**config.mk**
```make
export PLATFORM = sky130hd
export DESIGN_NAME = alu_seq
export DESIGN_NICKNAME = d
export VERILOG_FILES = /design/src/rtl/alu_pkg.sv /design/src/rtl/alu_muldiv_iter.sv /design/src/rtl/alu_seq.sv
export SDC_FILE = /design/constraint.sdc
export NUM_CORES = 2
export LEC_CHECK = 0
export CAP_MARGIN = 25
export CORE_MARGIN = 2
export CORE_UTILIZATION = 30
export DETAILED_ROUTE_END_ITERATION = 7
export GPL_TIMING_DRIVEN = 0
export HOLD_SLACK_MARGIN = 0.05
export MAX_ROUTING_LAYER = met4
export PLACE_DENSITY = 0.53
export SLEW_MARGIN = 25
export SYNTH_ARGS = -nofsm -noshare
export SYNTH_HDL_FRONTEND = slang
export SYNTH_SLANG_ARGS = --single-unit
export TNS_END_PERCENT = 30
```
**constraint.sdc**
```tcl
create_clock -name clk -period 5.4 [get_ports clk]
set_clock_uncertainty 0.15 [all_clocks]
set_input_delay 1.35 -clock clk [delete_from_list [all_inputs] [get_ports clk]]
set_output_delay 1.35 -clock clk [all_outputs]
set_load 0.05 [all_outputs]
```
**src/rtl/alu_pkg.sv**
```systemverilog
// Shared definitions for the sequential ALU: opcodes, FSM states, counter sizing.
package alu_pkg;

    typedef enum logic [3:0] {
        OP_AND = 4'h0,
        OP_OR  = 4'h1,
        OP_NOT = 4'h2,
        OP_NEG = 4'h3,
        OP_ADD = 4'h4,
        OP_SUB = 4'h5,
        OP_SHL = 4'h6,
        OP_SHR = 4'h7,
        OP_SRA = 4'h8,
        OP_ROL = 4'h9,
        OP_ROR = 4'hA,
        OP_MUL = 4'hB,
        OP_DIV = 4'hC
    } alu_op_e;

    typedef enum logic [1:0] {
        ST_IDLE = 2'd0,
        ST_RUN  = 2'd1,
        ST_FIX  = 2'd2,
        ST_DONE = 2'd3
    } alu_state_e;

    // Iteration counter runs 0..width-1
    function automatic int unsigned iter_cnt_w(input int unsigned width);
        return $clog2(width);
    endfunction

endpackage

```
**src/rtl/alu_muldiv_iter.sv**
```systemverilog
// Iterative signed multiply / divide on magnitudes with a shared WIDTH+1 adder.
// MUL: shift-add, {hi_q,lo_q} accumulates the product.
// DIV: restoring, hi_q holds the partial remainder, lo_q shifts dividend out / quotient in.
module alu_muldiv_iter
    import alu_pkg::*;
#(
    parameter int unsigned WIDTH = 32
) (
    input  logic             clk,
    input  logic             rst_n,
    input  logic             load_i,
    input  logic             is_div_i,
    input  logic             step_i,
    input  logic [WIDTH-1:0] a_i,
    input  logic [WIDTH-1:0] b_i,
    output logic [WIDTH-1:0] fix_lo_c_o,
    output logic [WIDTH-1:0] fix_hi_c_o
);

    logic [WIDTH-1:0]   hi_q;
    logic [WIDTH-1:0]   lo_q;
    logic [WIDTH-1:0]   opnd_q;
    logic               div_q;
    logic               neg_lo_q;
    logic               neg_hi_q;

    logic [WIDTH-1:0]   a_mag;
    logic [WIDTH-1:0]   b_mag;
    logic [WIDTH:0]     add_a;
    logic [WIDTH:0]     add_b;
    logic               add_cin;
    logic [WIDTH+1:0]   add_sum;
    logic [2*WIDTH-1:0] prod_fix;

    assign a_mag   = a_i[WIDTH-1] ? -a_i : a_i;
    assign b_mag   = b_i[WIDTH-1] ? -b_i : b_i;
    assign add_sum = {1'b0, add_a} + {1'b0, add_b} + (WIDTH+2)'(add_cin);

    // Shared adder operands: trial subtract for DIV, conditional add for MUL
    always_comb begin
        add_a   = {1'b0, hi_q};
        add_b   = '0;
        add_cin = 1'b0;
        if (div_q) begin
            add_a   = {hi_q, lo_q[WIDTH-1]};
            add_b   = ~{1'b0, opnd_q};
            add_cin = 1'b1;
        end else if (lo_q[0]) begin
            add_b   = {1'b0, opnd_q};
        end
    end

    // Operand capture and one iteration per step
    always_ff @(posedge clk) begin
        if (!rst_n) begin
            hi_q     <= '0;
            lo_q     <= '0;
            opnd_q   <= '0;
            div_q    <= 1'b0;
            neg_lo_q <= 1'b0;
            neg_hi_q <= 1'b0;
        end else if (load_i) begin
            hi_q     <= '0;
            lo_q     <= a_mag;
            opnd_q   <= b_mag;
            div_q    <= is_div_i;
            neg_lo_q <= a_i[WIDTH-1] ^ b_i[WIDTH-1];
            neg_hi_q <= is_div_i & a_i[WIDTH-1];
        end else if (step_i) begin
            if (div_q) begin
                // carry out of the trial subtract means the divisor fits
                hi_q <= add_sum[WIDTH+1] ? add_sum[WIDTH-1:0]
                                         : {hi_q[WIDTH-2:0], lo_q[WIDTH-1]};
                lo_q <= {lo_q[WIDTH-2:0], add_sum[WIDTH+1]};
            end else begin
                hi_q <= add_sum[WIDTH:1];
                lo_q <= {add_sum[0], lo_q[WIDTH-1:1]};
            end
        end
    end

    // Sign correction of the magnitude result
    always_comb begin
        prod_fix   = neg_lo_q ? -{hi_q, lo_q} : {hi_q, lo_q};
        fix_lo_c_o = prod_fix[WIDTH-1:0];
        fix_hi_c_o = prod_fix[2*WIDTH-1:WIDTH];
        if (div_q) begin
            fix_lo_c_o = neg_lo_q ? -lo_q : lo_q;
            fix_hi_c_o = neg_hi_q ? -hi_q : hi_q;
        end
    end

endmodule

```
**src/rtl/alu_seq.sv**
```systemverilog
// Sequential ALU: single-cycle logic/arith/shift ops plus iterative MUL/DIV.
module alu_seq
    import alu_pkg::*;
#(
    parameter int unsigned WIDTH = 32,
    parameter int unsigned SHW   = $clog2(WIDTH)
) (
    input  logic             clk,
    input  logic             rst_n,
    input  logic             start,
    input  logic [3:0]       op,
    input  logic [WIDTH-1:0] a,
    input  logic [WIDTH-1:0] b,
    output logic             busy,
    output logic             done,
    output logic [WIDTH-1:0] result_lo,
    output logic [WIDTH-1:0] result_hi,
    output logic             dbz,
    output logic             illegal
);

    localparam int unsigned      CNT_W = iter_cnt_w(WIDTH);
    localparam logic [CNT_W-1:0] LAST  = CNT_W'(WIDTH - 1);

    alu_state_e       state_q, state_d;
    logic [CNT_W-1:0] cnt_q, cnt_d;

    logic             busy_q, busy_d;
    logic             done_q, done_d;
    logic [WIDTH-1:0] lo_q, lo_d;
    logic [WIDTH-1:0] hi_q, hi_d;
    logic             dbz_q, dbz_d;
    logic             ill_q, ill_d;

    logic             go_iter;
    logic             accept;
    logic [SHW-1:0]   sh;
    logic [SHW:0]     inv_sh;
    logic [WIDTH:0]   add_ext;
    logic [WIDTH:0]   sub_ext;
    logic [WIDTH-1:0] sgl_lo;
    logic [WIDTH-1:0] sgl_hi;
    logic             sgl_dbz;
    logic             sgl_ill;
    logic [WIDTH-1:0] md_lo;
    logic [WIDTH-1:0] md_hi;

    assign go_iter = (op == OP_MUL) || ((op == OP_DIV) && (b != '0));
    assign accept  = (state_q == ST_IDLE) && start;
    assign sh      = b[SHW-1:0];
    assign inv_sh  = (SHW+1)'(WIDTH) - {1'b0, sh};
    assign add_ext = {1'b0, a} + {1'b0, b};
    assign sub_ext = {1'b0, a} - {1'b0, b};

    alu_muldiv_iter #(.WIDTH(WIDTH)) u_muldiv (
        .clk        (clk),
        .rst_n      (rst_n),
        .load_i     (accept && go_iter),
        .is_div_i   (op == OP_DIV),
        .step_i     (state_q == ST_RUN),
        .a_i        (a),
        .b_i        (b),
        .fix_lo_c_o (md_lo),
        .fix_hi_c_o (md_hi)
    );

    // Single-cycle operation results, including the divide-by-zero shortcut
    always_comb begin
        sgl_lo  = '0;
        sgl_hi  = '0;
        sgl_dbz = 1'b0;
        sgl_ill = 1'b0;
        case (op)
            OP_AND: sgl_lo = a & b;
            OP_OR:  sgl_lo = a | b;
            OP_NOT: sgl_lo = ~a;
            OP_NEG: sgl_lo = -a;
            OP_ADD: begin
                sgl_lo = add_ext[WIDTH-1:0];
                sgl_hi = WIDTH'(add_ext[WIDTH]);
            end
            OP_SUB: begin
                sgl_lo = sub_ext[WIDTH-1:0];
                sgl_hi = WIDTH'(sub_ext[WIDTH]);
            end
            OP_SHL: sgl_lo = a << sh;
            OP_SHR: sgl_lo = a >> sh;
            OP_SRA: sgl_lo = WIDTH'($signed(a) >>> sh);
            OP_ROL: sgl_lo = (a << sh) | (a >> inv_sh);
            OP_ROR: sgl_lo = (a >> sh) | (a << inv_sh);
            OP_DIV: begin
                sgl_dbz = 1'b1;
                sgl_lo  = '1;
                sgl_hi  = a;
            end
            OP_MUL: ;
            default: sgl_ill = 1'b1;
        endcase
    end

    // State and iteration counter
    always_ff @(posedge clk) begin
        if (!rst_n) begin
            state_q <= ST_IDLE;
            cnt_q   <= '0;
        end else begin
            state_q <= state_d;
            cnt_q   <= cnt_d;
        end
    end

    // Next state: iterative ops spend WIDTH cycles in RUN, one in FIX
    always_comb begin
        state_d = state_q;
        cnt_d   = cnt_q;
        case (state_q)
            ST_IDLE: begin
                cnt_d = '0;
                if (start) state_d = go_iter ? ST_RUN : ST_DONE;
            end
            ST_RUN: begin
                cnt_d = cnt_q + CNT_W'(1);
                if (cnt_q == LAST) state_d = ST_FIX;
            end
            ST_FIX:  state_d = ST_DONE;
            ST_DONE: state_d = ST_IDLE;
            default: state_d = ST_IDLE;
        endcase
    end

    // Output next values: flags follow the next state, results load on entering DONE
    always_comb begin
        busy_d = (state_d != ST_IDLE);
        done_d = (state_d == ST_DONE);
        lo_d   = lo_q;
        hi_d   = hi_q;
        dbz_d  = dbz_q;
        ill_d  = ill_q;
        if ((state_q == ST_IDLE) && (state_d == ST_DONE)) begin
            lo_d  = sgl_lo;
            hi_d  = sgl_hi;
            dbz_d = sgl_dbz;
            ill_d = sgl_ill;
        end else if (state_q == ST_FIX) begin
            lo_d  = md_lo;
            hi_d  = md_hi;
            dbz_d = 1'b0;
            ill_d = 1'b0;
        end
    end

    // Output registers
    always_ff @(posedge clk) begin
        if (!rst_n) begin
            busy_q <= 1'b0;
            done_q <= 1'b0;
            lo_q   <= '0;
            hi_q   <= '0;
            dbz_q  <= 1'b0;
            ill_q  <= 1'b0;
        end else begin
            busy_q <= busy_d;
            done_q <= done_d;
            lo_q   <= lo_d;
            hi_q   <= hi_d;
            dbz_q  <= dbz_d;
            ill_q  <= ill_d;
        end
    end

    assign busy      = busy_q;
    assign done      = done_q;
    assign result_lo = lo_q;
    assign result_hi = hi_q;
    assign dbz       = dbz_q;
    assign illegal   = ill_q;

endmodule

```
After elaboration in Yosys (flattened, before gate mapping)
Index checks and enable logic that the tools add are counted.

cells by class
  add/sub/neg operators = 11
  equality and inequality tests = 17
  shifts and indexed selects = 5
  mux-type cells = 32
  bitwise operators = 9
  reductions and logical operators = 14

operators by type and width
  kind                count
  $mux 32             16
  $pmux 32 s12        1
  $neg 32->32         4
  $or 32x32->32       3
  $pmux 32 s3         1
  $mux 33             2
  $mux 64             1
  $neg 64->64         1
  $add 33x33->34      1
  $add 34x1->34       1
  $add 32x32->33      1
  $not 32->33         1
  $sub 32x32->33      1
  $and 32x32->32      1
  $not 32->32         1
  $reduce_bool 32->1  1
  $shl 32x5->32       1
  $shl 32x6->32       1
  $shr 32x5->32       1
  $shr 32x6->32       1
  $sshr 32x5->32      1
  $eq 4x4->1 const B  5
  $eq 4x3->1 const B  4
  $reduce_or 13->1    1
  other kinds (20)    36

word-level totals
  bits in registers = 174

Logic depth before layout (Yosys ltp)
  word-level depth = 9
  mapped depth = 20

Modules after synthesis
From an unflattened synthesis, not the netlist that was laid out.

second synthesis, totals
  cell total of the unflattened synthesis = 3,833
  area total of the unflattened synthesis = 27,552.7 um^2

by module, submodules not included
  module           times used  cells an instance  area an instance (um^2)
  alu_seq          1           2,415              17,255.3
  alu_muldiv_iter  1           1,418              10,297.4

Worst setup path after synthesis
No wires, ideal clock.

  kind = input -> register
  start point = input b[0]
  end point = register lo_q[23] (netlist: result_lo[23])
  library setup time = 0.132 ns
  arrival = 5.321 ns
  slack = -0.203 ns
  stages = 18
  buffers on the path = 8
  cell sequence = clkbuf_1 -> buf_2 -> inv_2 -> buf_1 -> clkbuf_1 -> ha_1 -> buf_2 -> buf_2 -> buf_1 -> buf_4 -> mux4_2 -> mux2i_1 -> mux2i_1 -> a22oi_1 -> o22ai_1 -> or4_1 -> a211oi_1 -> o32ai_1

on the way
  word-level cells in the longest chain between the ends = 9
  elaborated cells on any way between the ends = 21

RTL lines
  element                                                              RTL line        source
  start: declaration                                                   alu_seq.sv:13   input logic [WIDTH-1:0] b,
  parallel branches: the longest is 9 deep, another holds $sub 6x5->6  -
  end signal: assignment                                               alu_seq.sv:164  lo_q <= lo_d;
  end: declaration                                                     alu_seq.sv:30   logic [WIDTH-1:0] lo_q, lo_d;

Parallel ways; which one is timed is not known.
A chain may end at the register's enable or synchronous reset.

Worst setup path in the final report
  start point = input b[0]
  end point = register lo_q[24] (netlist: result_lo[24])

The elaborated chain is that of the path after synthesis.

==> results by group <==
Global route
  • Gr ovfl total: 0
  • GR Util All Layers: 0.481
  • Initial antenna violation count: 24
  • Number of global-route vias before repair: 31733
  • First-pass GRT wire length: 287 mm
  • Largest net degree at the start of global routing: 20

Floorplan
  • Die Span Y: 301 microns
  • Die extent in x: 301 microns
  • DIE AREA: 90400 sq um
  • Row count: 108
  • I/O pin cnt: 139
  • Core ar.: 87000 sq um
  • Starting Density: 0.303

Route
  • Residual DRC: 0
  • Vias/cell: 6.91
  • DRT iter0 DRCs: 5599
  • DRT antenna net count: 0
  • Wirelength per Cell: 43.1 microns
  • Pre-Repair DR Iteration Count: 8
  • Detailed Route WL: 218 mm
  • DR vias: 35006

Pwr
  • Power per Cell Area: 224 nW/um^2
  • Part of the power in registers: 0.218
  • Psw: 3.84 mW
  • Worst VDD drop: 0.253 mV
  • Leak pwr: 11.7 nW
  • Clock network power share: 0.178
  • Sw Ratio: 0.537
  • Comb power frac: 0.604
  • Cell-internal power: 3.31 mW

Yosys
  • Seq/Total Area, Yosys: 0.132
  • Async set-reset flop share out of synthesis: 0
  • Largest area contributor in the netlist: dfxtp_1
  • Avg Synthesized Cell Area: 7.21 sq um
  • Cells after Synth: 3662
  • Cell Area, Synth: 26400 sq um
  • Primary FF master, synth: dfxtp_1
  • Share of the synthesized area in the top cell type: 0.132
  • Synth cell types: 89
  • Seq cells post-synth: 174
  • Yosys Warn Count: 0
  • Post-synth EDFFs: 0
  • Syn_nets: 3878
  • Main area contributors after synthesis: dfxtp_1 (13%), mux4_2 (8.7%), ha_1 (6.7%)

Timing
  • RSZ-0062 raised after global routing: yes
  • Hold WS: 0.318 ns
  • F_max: 177 MHz
  • Crit path time final: 5.66 ns
  • Final period util: 1.05
  • Fin. Hold Viols: 0
  • Relative slew slack: 0.164
  • Worst slew pin tran: 1.25 ns
  • Setup TNS: -2.32 ns
  • Setup Viol. Count Final: 22
  • Max Slew Vio Count: 0
  • Setup ws final: -0.262 ns

Run status
  • Failing checks: negative setup slack
  • Status: complete, but fails checks

Final layout
  • Share of cells above drive strength 1: 0.161
  • Commonest non-fill, non-tap cells in the layout: nor2_1 (406), nand2_1 (320), a21oi_1 (284)
  • Final nets: 4080
  • Commonest non-fill, non-tap cell in the layout: nor2_1
  • Register area: 3480 sq um
  • Filler Cell Count: 9438
  • Multi-input gate area: 22100 sq um
  • Area Growth Syn to Fin: 21.1%

Place
  • Buffers on Ports: 137
  • RD Place Congestion: 1.13
  • Place WS: -3.76 ns
  • Hpwl dp: 177 mm

Clocking
  • Clock Sinks: 174
  • H-tree Lvls: 4
  • Clock latency on the worst-skew pair: 0.49 ns
  • CTS tree: done
  • Worst-path clk slew: 0.08 ns
  • Cts bufs inserted: 17
  • Cts hold-fix bufs: 0
  • Clock Root Buffer: clkbuf_16
  • Clock buffer depth: 2

Worst setup path
  • Crit path max-delay cell type: mux4_2
  • Worst Setup Start Kind: input pin
  • Crit Path Max Fanout: 12
  • Crit path kind: in -> reg
  • Worst R2R Setup Slack: 0.20 ns
  • Worst EP arrival: 5.87 ns
  • Critical Path RT: 5.61 ns
  • Reg2reg path depth: 14
  • Critical path buffer and inverter count: 7
  • Cell repeated most along the worst path: clkbuf_16
  • R2r endpoint: u_muldiv.hi_q[26]
  • Setup crit end kind: flop
  • WP depth: 17
  • Delay-heaviest family, CP: multiplexers
  • RR Startpoint: u_muldiv.div_q
  • Slowest stage delay, CP: 0.62 ns
  • CP cell instances: buf_4 > clkbuf_16 > buf_12 > inv_6 > buf_8 > clkbuf_16 > ha_1 > buf_6 > mux2i_2 > mux2i_1 > mux4_2 > a32oi_1 > and4b_1 > o211a_1 > o2111a_1 > a311o_1 > a21oi_1

Hold path
  • Worst hold stages: 2
  • Min-delay src: u_muldiv.opnd_q[31]
  • Hold-critical path endpoint: u_muldiv.opnd_q[31]
  • Worst Hold Class: reg -> reg

Flow run
  • Max-cap violations: 0
## kinds of logic (layout without fill, tap and decap cells)
logic type / after synthesis / after routing / share of synthesized area
AO/OA/AOI/OAI: 1239 / 1239 / 0.307
AND/OR/NAND/NOR: 1151 / 1151 / 0.200
buffers and inverters: 483 / 697 / 0.0713
multiplexers: 284 / 284 / 0.159
XOR/XNOR: 186 / 186 / 0.0617
flip-flops: 174 / 174 / 0.132
adder cells (fa/ha/maj): 145 / 145 / 0.0699
other: 0 / 33 / 0
## worst reg2reg max path, cell delays in order, from the launching register on
cell	delay, ns
dfxtp_1	0.39
buf_2	0.37
clkbuf_4	0.36
buf_2	0.34
mux2_2	0.39
ha_1	0.35
a2111oi_0	0.47
o31a_1	0.25
o21bai_1	0.20
o21bai_1	0.26
a311oi_1	0.60
o21ai_0	0.21
xnor2_1	0.41
nor2_1	0.08
o221a_2	0.27
## cells in the mapped netlist, types with 10 or more instances
| cell | number |
|---|---|
| a22oi_1 | 33 |
| nand2_1 | 327 |
| clkbuf_1 | 280 |
| o21bai_1 | 26 |
| a221o_1 | 14 |
| and3_1 | 13 |
| o211ai_1 | 36 |
| a221oi_1 | 43 |
| o22ai_1 | 48 |
| or3_1 | 24 |
| o21ai_0 | 281 |
| mux2i_1 | 126 |
| or4_1 | 19 |
| o31ai_1 | 43 |
| nor4_1 | 30 |
| xnor2_1 | 143 |
| dfxtp_1 | 174 |
| o41ai_1 | 11 |
| a21o_1 | 44 |
| nand4_1 | 25 |
| o221ai_1 | 37 |
| buf_2 | 30 |
| and2_1 | 11 |
| a211oi_1 | 133 |
| nor2_1 | 418 |
| a31oi_1 | 39 |
| nor2b_1 | 23 |
| inv_1 | 124 |
| ha_1 | 141 |
| nor3_1 | 92 |
| mux4_2 | 102 |
| a21oi_1 | 301 |
| o21a_1 | 21 |
| xor2_1 | 43 |
| buf_1 | 35 |
| a2111oi_0 | 11 |
| a311oi_1 | 10 |
| nand2b_1 | 34 |
| mux2_2 | 56 |
| nand3_1 | 77 |
## repair_timing
action	4_1_cts	5_1_grt
resized for setup	354	130
setup endpoints to repair	167	124
pin swaps	17	14
buffers inserted	31	7
## how the worst max path moves through the flow
stage / from / to / slack (ns)
after CTS: b[0] / result_lo[23] / -0.05
final: b[0] / result_lo[24] / -0.26
after detailed placement: b[0] / result_lo[8] / -3.76
after global routing: b[0] / result_lo[24] / -0.06
after floorplan: b[0] / result_lo[30] / 0.006
after global placement: b[0] / result_lo[26] / -6.16
## power groups by stage
stage	Clock, mW	Sequential [mW]	Combinational, mW
floorplan	0	1.70	1.96
finish	1.27	1.56	4.32
global placement	0	1.58	3.84
detailed placement	0	1.58	3.84
global route	1.29	1.56	4.34
CTS	1.25	1.55	4.01
## metrics by stage
stage / cell area, sq um / instances / utilization / power [mW]
after global placement: 29200 / 4954 / 0.336 / 5.42
after floorplan: 26400 / 3662 / - / 3.66
final: 32000 / 5064 / 0.367 / 7.15
after global routing: 31900 / 5053 / 0.367 / 7.19
after CTS: 31500 / 5029 / 0.362 / 6.81
after detailed placement: 29700 / 4972 / 0.341 / 5.42
## layout make-up
type	count	area share
multi-input combinational	3005	0.692
inverter	130	0.0169
clock buffer	18	0.0134
sequential	174	0.109
buffer	343	0.0587
antenna	33	0.00258
tap	1155	0.0452
timing repair buffer	193	0.0584
clock inverter	13	0.00403
## routing by layer
metal,vias to the layer above,wire length [microns],global-route usage
met3,704,32000,0.205
met5,-,0,-
met4,0,16600,0.271
met1,17263,87100,0.611
met2,2927,82700,0.628
li1,14112,-,-
## flip-flops by register name, indices dropped and copies added (netlist names), 2 cells and up
signal           cells
state_q              2
result_hi           32
cnt_q                5
u_muldiv.lo_q       32
u_muldiv.hi_q       32
result_lo           32
u_muldiv.opnd_q     32
No activity file was read; power rests on OpenSTA's default activity.
